===== src/rtl/i2c_slave_line_rx.sv =====
// I2C slave receive front end: pin synchronizers, glitch filters, SCL edge and
// START/STOP detection, and byte/ACK assembly for the protocol FSM.
module i2c_slave_line_rx #(
    parameter int unsigned FILT_LEN = 3
) (
    input  logic       clk,
    input  logic       rst,
    input  logic       tick,
    input  logic       scl_in,
    input  logic       sda_in,
    output logic       scl_filt,
    output logic       sda_filt,
    output logic       scl_rise,
    output logic       scl_fall,
    output logic       start_det,
    output logic       stop_det,
    output logic       bus_busy,
    output logic [7:0] byte_data,
    output logic       byte_valid,
    output logic       ack_slot,
    output logic       ack_bit
);

    localparam int unsigned CNT_W  = 4;
    localparam int unsigned BYTE_W = 8;
    localparam int unsigned BIT_W  = 4;

    typedef enum logic [1:0] {
        S_IDLE = 2'd0,
        S_DATA = 2'd1,
        S_ACK  = 2'd2
    } state_e;

    logic              scl_s1_q, scl_s2_q, sda_s1_q, sda_s2_q;
    logic              scl_filt_q, scl_filt_d, sda_filt_q, sda_filt_d;
    logic [CNT_W-1:0]  scl_cnt_q, scl_cnt_d, sda_cnt_q, sda_cnt_d;
    logic              scl_rise_q, scl_rise_d, scl_fall_q, scl_fall_d;
    logic              start_det_q, start_det_d, stop_det_q, stop_det_d;
    state_e            state_q, state_d;
    logic [BIT_W-1:0]  bit_cnt_q, bit_cnt_d;
    logic [BYTE_W-1:0] shift_q, shift_d, byte_data_q, byte_data_d;
    logic              byte_valid_q, byte_valid_d, ack_slot_q, ack_slot_d;
    logic              ack_bit_q, ack_bit_d, bus_busy_q, bus_busy_d;

    // Filters: accept a change only after FILT_LEN consecutive differing ticks.
    always_comb begin
        scl_filt_d = scl_filt_q;
        scl_cnt_d  = scl_cnt_q;
        sda_filt_d = sda_filt_q;
        sda_cnt_d  = sda_cnt_q;
        if (tick) begin
            if (scl_s2_q != scl_filt_q) begin
                if ((scl_cnt_q + CNT_W'(1)) == CNT_W'(FILT_LEN)) begin
                    scl_filt_d = scl_s2_q;
                    scl_cnt_d  = '0;
                end else begin
                    scl_cnt_d = scl_cnt_q + CNT_W'(1);
                end
            end else begin
                scl_cnt_d = '0;
            end
            if (sda_s2_q != sda_filt_q) begin
                if ((sda_cnt_q + CNT_W'(1)) == CNT_W'(FILT_LEN)) begin
                    sda_filt_d = sda_s2_q;
                    sda_cnt_d  = '0;
                end else begin
                    sda_cnt_d = sda_cnt_q + CNT_W'(1);
                end
            end else begin
                sda_cnt_d = '0;
            end
        end
        scl_rise_d  = scl_filt_d & ~scl_filt_q;
        scl_fall_d  = ~scl_filt_d & scl_filt_q;
        // SCL must be high on both sides of the SDA edge, so simultaneous edges never qualify.
        start_det_d = scl_filt_q & scl_filt_d & sda_filt_q & ~sda_filt_d;
        stop_det_d  = scl_filt_q & scl_filt_d & ~sda_filt_q & sda_filt_d;
    end

    // Bit FSM consumes the registered event pulses, so byte/ack results land one clk later.
    always_comb begin
        state_d      = state_q;
        bit_cnt_d    = bit_cnt_q;
        shift_d      = shift_q;
        byte_data_d  = byte_data_q;
        byte_valid_d = 1'b0;
        ack_slot_d   = 1'b0;
        ack_bit_d    = ack_bit_q;
        bus_busy_d   = bus_busy_q;

        if (start_det_q) begin
            bus_busy_d = 1'b1;
        end else if (stop_det_q) begin
            bus_busy_d = 1'b0;
        end

        if (start_det_q) begin
            state_d   = S_DATA;
            bit_cnt_d = '0;
            shift_d   = '0;
        end else if (stop_det_q) begin
            state_d   = S_IDLE;
            bit_cnt_d = '0;
            shift_d   = '0;
        end else if (scl_rise_q) begin
            case (state_q)
                S_DATA: begin
                    shift_d   = {shift_q[BYTE_W-2:0], sda_filt_q};
                    bit_cnt_d = bit_cnt_q + BIT_W'(1);
                    if (bit_cnt_q == BIT_W'(BYTE_W - 1)) begin
                        byte_data_d  = shift_d;
                        byte_valid_d = 1'b1;
                        state_d      = S_ACK;
                    end
                end
                S_ACK: begin
                    ack_bit_d  = sda_filt_q;
                    ack_slot_d = 1'b1;
                    bit_cnt_d  = '0;
                    state_d    = S_DATA;
                end
                default: begin
                    state_d = S_IDLE;
                end
            endcase
        end
    end

    always_ff @(posedge clk) begin
        if (rst) begin
            scl_s1_q     <= 1'b1;
            scl_s2_q     <= 1'b1;
            sda_s1_q     <= 1'b1;
            sda_s2_q     <= 1'b1;
            scl_filt_q   <= 1'b1;
            sda_filt_q   <= 1'b1;
            scl_cnt_q    <= '0;
            sda_cnt_q    <= '0;
            scl_rise_q   <= 1'b0;
            scl_fall_q   <= 1'b0;
            start_det_q  <= 1'b0;
            stop_det_q   <= 1'b0;
            state_q      <= S_IDLE;
            bit_cnt_q    <= '0;
            shift_q      <= '0;
            byte_data_q  <= '0;
            byte_valid_q <= 1'b0;
            ack_slot_q   <= 1'b0;
            ack_bit_q    <= 1'b1;
            bus_busy_q   <= 1'b0;
        end else begin
            scl_s1_q     <= scl_in;
            scl_s2_q     <= scl_s1_q;
            sda_s1_q     <= sda_in;
            sda_s2_q     <= sda_s1_q;
            scl_filt_q   <= scl_filt_d;
            sda_filt_q   <= sda_filt_d;
            scl_cnt_q    <= scl_cnt_d;
            sda_cnt_q    <= sda_cnt_d;
            scl_rise_q   <= scl_rise_d;
            scl_fall_q   <= scl_fall_d;
            start_det_q  <= start_det_d;
            stop_det_q   <= stop_det_d;
            state_q      <= state_d;
            bit_cnt_q    <= bit_cnt_d;
            shift_q      <= shift_d;
            byte_data_q  <= byte_data_d;
            byte_valid_q <= byte_valid_d;
            ack_slot_q   <= ack_slot_d;
            ack_bit_q    <= ack_bit_d;
            bus_busy_q   <= bus_busy_d;
        end
    end

    assign scl_filt   = scl_filt_q;
    assign sda_filt   = sda_filt_q;
    assign scl_rise   = scl_rise_q;
    assign scl_fall   = scl_fall_q;
    assign start_det  = start_det_q;
    assign stop_det   = stop_det_q;
    assign bus_busy   = bus_busy_q;
    assign byte_data  = byte_data_q;
    assign byte_valid = byte_valid_q;
    assign ack_slot   = ack_slot_q;
    assign ack_bit    = ack_bit_q;

endmodule


===== config.mk =====
export PLATFORM = sky130hd
export DESIGN_NAME = i2c_slave_line_rx
export DESIGN_NICKNAME = d
export VERILOG_FILES = /design/src/rtl/i2c_slave_line_rx.sv
export SDC_FILE = /design/constraint.sdc
export NUM_CORES = 1
export LEC_CHECK = 0
export BUFFER_PORTS_ARGS = -buffer_cell sky130_fd_sc_hd__buf_2
export CAP_MARGIN = 40
export CORE_UTILIZATION = 53
export DETAILED_ROUTE_END_ITERATION = 12
export GPL_TIMING_DRIVEN = 0
export HOLD_SLACK_MARGIN = 0.12
export PLACE_DENSITY_LB_ADDON = 0.2
export SETUP_SLACK_MARGIN = 0.5
export SLEW_MARGIN = 20
export SYNTH_ARGS = -nofsm -noshare
export SYNTH_HDL_FRONTEND = slang
export SYNTH_SLANG_ARGS = --single-unit

===== constraint.sdc =====
create_clock -name clk -period 2.1 [get_ports clk]
set_input_delay 0.42 -clock clk [delete_from_list [all_inputs] [get_ports clk]]
set_output_delay 0.42 -clock clk [all_outputs]
set_load 0.02 [all_outputs]

==> impl_metrics.ini <==
[timing]
setup_tns_ns = 0
slew_viol_final = 0
whs_ns = 0.233
fmax_mhz = 636
worst_slew_pin_slew_ns = 0.509
skew_ns = 0.0184
rsz0062_at_grt = yes
hold_violations = 0
post-route-period-util = 0.748
min_period_ns = 1.57
slew_headroom = 0.661
finalSetupViolations = 0

[worst_hold_path]
hold_class = in -> reg
holdPathStages = 2
hold_start = scl_in
min_delay_worst_endpoint = scl_s1_q$_SDFF_PP1_

[setup_path]
crit_arrival_ns = 1.82
worstRegToRegCells = 8
worstPathMaxFanout = 10
crit_path_top_delay_cell = dfxtp_2
crit_chain = inv_1 -> ha_1 -> buf_4 -> nand2_4 -> nand4b_1 -> buf_6 -> mux2i_2 -> nor2_1
r2r_end = byte_data[7]$_SDFFE_PP0P_
rrSetupSlack_ns = 0.53
cp-start-kind = register
r2r_start = state_q[1]$_SDFFE_PP0P_
required_ns = 2.35
slowest_delay_ns = 0.37
crit_path_end_kind = register
crit_type = reg -> reg

[logic_synthesis]
syn_avg_cell_area_um2 = 9.00
synth_edf_count = 0
synth_ff_type = dfxtp_1
yosys_warnings = 0
yosysSeqAreaShare = 0.464
synthArstFlopShare = 0
synth.cell_area_um2 = 1850
syn_inst = 206
syn_nets = 218
synth-seq-cells = 43
yosys.cell_types.count = 38

[power]
vdd_drop_max_v = 0.000461
power_density_nw_per_um2 = 593
finalPower_mw = 1.27
p_clk_frac = 0.320
combPwrFrac = 0.032
swShare = 0.245
p_int_mw = 0.960
power_frac_seq = 0.648
switchingPower_mw = 0.312
p_leak_nw = 0.863

[detailed_routing]
drtAntennaViolNets = 0
via_per_inst = 5.55
routedWlPerCell_um = 13.1
drt-pass1-iter-count = 4
wirelength_um = 3690
drt_iter0_markers = 80
vias = 1565
drc = 0

[global_route]
grtUsageMet3 = 0.0567
grt_use_met2 = 0.368
gr-usage-met1 = 0.243
grt_usage = 0.215
antenna_found_initial = 0
grt_max_degree = 15
grt_pass1_wl_um = 5800
grt_pass1_vias = 1371
globalRouteOverflowTotal = 0
busiest_layer = met2

[cells_and_area]
syn2layout_area_growth_pct = 15.6
layout-drive-gt1-share = 0.229
diodes = 0
final_cells = 282
layout.nets = 247
layout_commonest_cell = dfxtp_1
utilization = 0.642
layout.cells.most_common_list = dfxtp_1 (39), buf_2 (23), nor2_1 (22)

[clock_tree]
cts_hold_buf = 0
cts_root_buf = clkbuf_4
clockBufferDepth = 2
cts_tree = done
clk_pin_slew_ns = 0.14
cts.htree.levels = 2
insertion_delay_ns = 0.37
numCtsBuffers = 5
cts.sinks = 43

[die]
row_count = 21
dieArea_um2 = 3740
die_w_um = 61.2
initial_core_util = 0.556
placeableCoreArea_um2 = 3340
io_pins = 23
die_height_um = 61.2

[placed_design]
dp.cells = 273
place_congestion = 0.816
io_buffers = 21
hpwl_um = 2510

[run]
cap_violations = 0

[outcome]
status = finished, final reports clean
==> power by group through the flow <==
stage / Clock, mW / Sequential, mW / Combinational (mW)
4_1_cts: 0.420 / 0.824 / 0.0409
6_report: 0.407 / 0.824 / 0.0412
3_5_place_dp: 0 / 0.842 / 0.0409
2_1_floorplan: 0 / 0.841 / 0.0282
3_3_place_gp: 0 / 0.842 / 0.0403
5_1_grt: 0.446 / 0.825 / 0.0458
==> state kept, by name (all words and copies together) (netlist names), 2 cells and up <==
signal and count:
byte_data 8, sda_cnt_q 4, shift_q 7, state_q 2, scl_cnt_q 4, bit_cnt_q 4
==> layer usage <==
layer | part of all wire | vias to the layer above
li1 | - | 800
met1 | 0.45 | 714
met2 | 0.49 | 44
met3 | 0.038 | 7
met4 | 0.020 | 0
met5 | 0 | -
==> cell usage after synthesis (4+ instances only) <==
cell type	n	share of area
dfxtp_1	43	0.46
nor2_1	22	0.045
a21oi_1	18	0.049
nand2_1	13	0.026
nand3_1	13	0.035
mux2i_1	10	0.054
inv_1	9	0.018
o21ai_0	8	0.022
ha_1	7	0.047
or2_2	5	0.017
clkbuf_1	4	0.0081
nor3_1	4	0.011
==> what timing repair did <==
action / 4_1_cts / 5_1_grt
gates resized for setup: 6 / 13
pin swaps: 0 / 3
buffers inserted: 0 / 1
setup endpoints to repair: 11 / 20
==> through the flow <==
stage	cell area [um2]	setup slack (ns)
2_1_floorplan	1850	0.584
3_3_place_gp	2020	0.446
3_5_place_dp	2020	0.410
4_1_cts	2100	0.493
5_1_grt	2140	0.472
6_report	2140	0.528
==> layout make-up <==
class,instances,area [um2]
fillers,286,1190
multi-input cells,145,968
flip-flops and latches,43,866
repair buffers,22,113
well taps,46,57.6
plain buffers,8,43.8
clock buffers,5,37.5
inverters,10,37.5
clock inverters,3,20.0
==> critical path, delay by kind of cell (launching register included) <==
family,cells,cell delay (ns)
buffers and inverters,3,0.39
adder cells (fa/ha/maj),1,0.16
flip-flops,1,0.37
AND/OR/NAND/NOR,3,0.29
multiplexers,1,0.23
==> cell families (layout without fill, tap and decap cells) <==
logic type / after synthesis / in the layout / synth area share
AND/OR/NAND/NOR: 85 / 85 / 0.244
flip-flops: 43 / 43 / 0.464
AO/OA/AOI/OAI: 41 / 41 / 0.139
buffers and inverters: 18 / 48 / 0.0418
multiplexers: 10 / 10 / 0.0540
adder cells (fa/ha/maj): 7 / 7 / 0.0472
XOR/XNOR: 2 / 2 / 0.00945
==> how the worst max path moves through the flow <==
stage | slack (ns) | end | depth (start not counted) | startpoint
6_report | 0.53 | byte_data[7]$_SDFFE_PP0P_ | 8 | state_q[1]$_SDFFE_PP0P_
3_3_place_gp | 0.45 | byte_data[7]$_SDFFE_PP0P_ | 8 | state_q[1]$_SDFFE_PP0P_
2_1_floorplan | 0.58 | bit_cnt_q[3]$_SDFFE_PP0P_ | 5 | state_q[0]$_SDFFE_PP0P_
3_5_place_dp | 0.41 | byte_data[7]$_SDFFE_PP0P_ | 8 | state_q[1]$_SDFFE_PP0P_
5_1_grt | 0.47 | byte_data[7]$_SDFFE_PP0P_ | 8 | state_q[1]$_SDFFE_PP0P_
4_1_cts | 0.49 | byte_data[7]$_SDFFE_PP0P_ | 8 | state_q[1]$_SDFFE_PP0P_
Power figures use the tool's default switching activity.
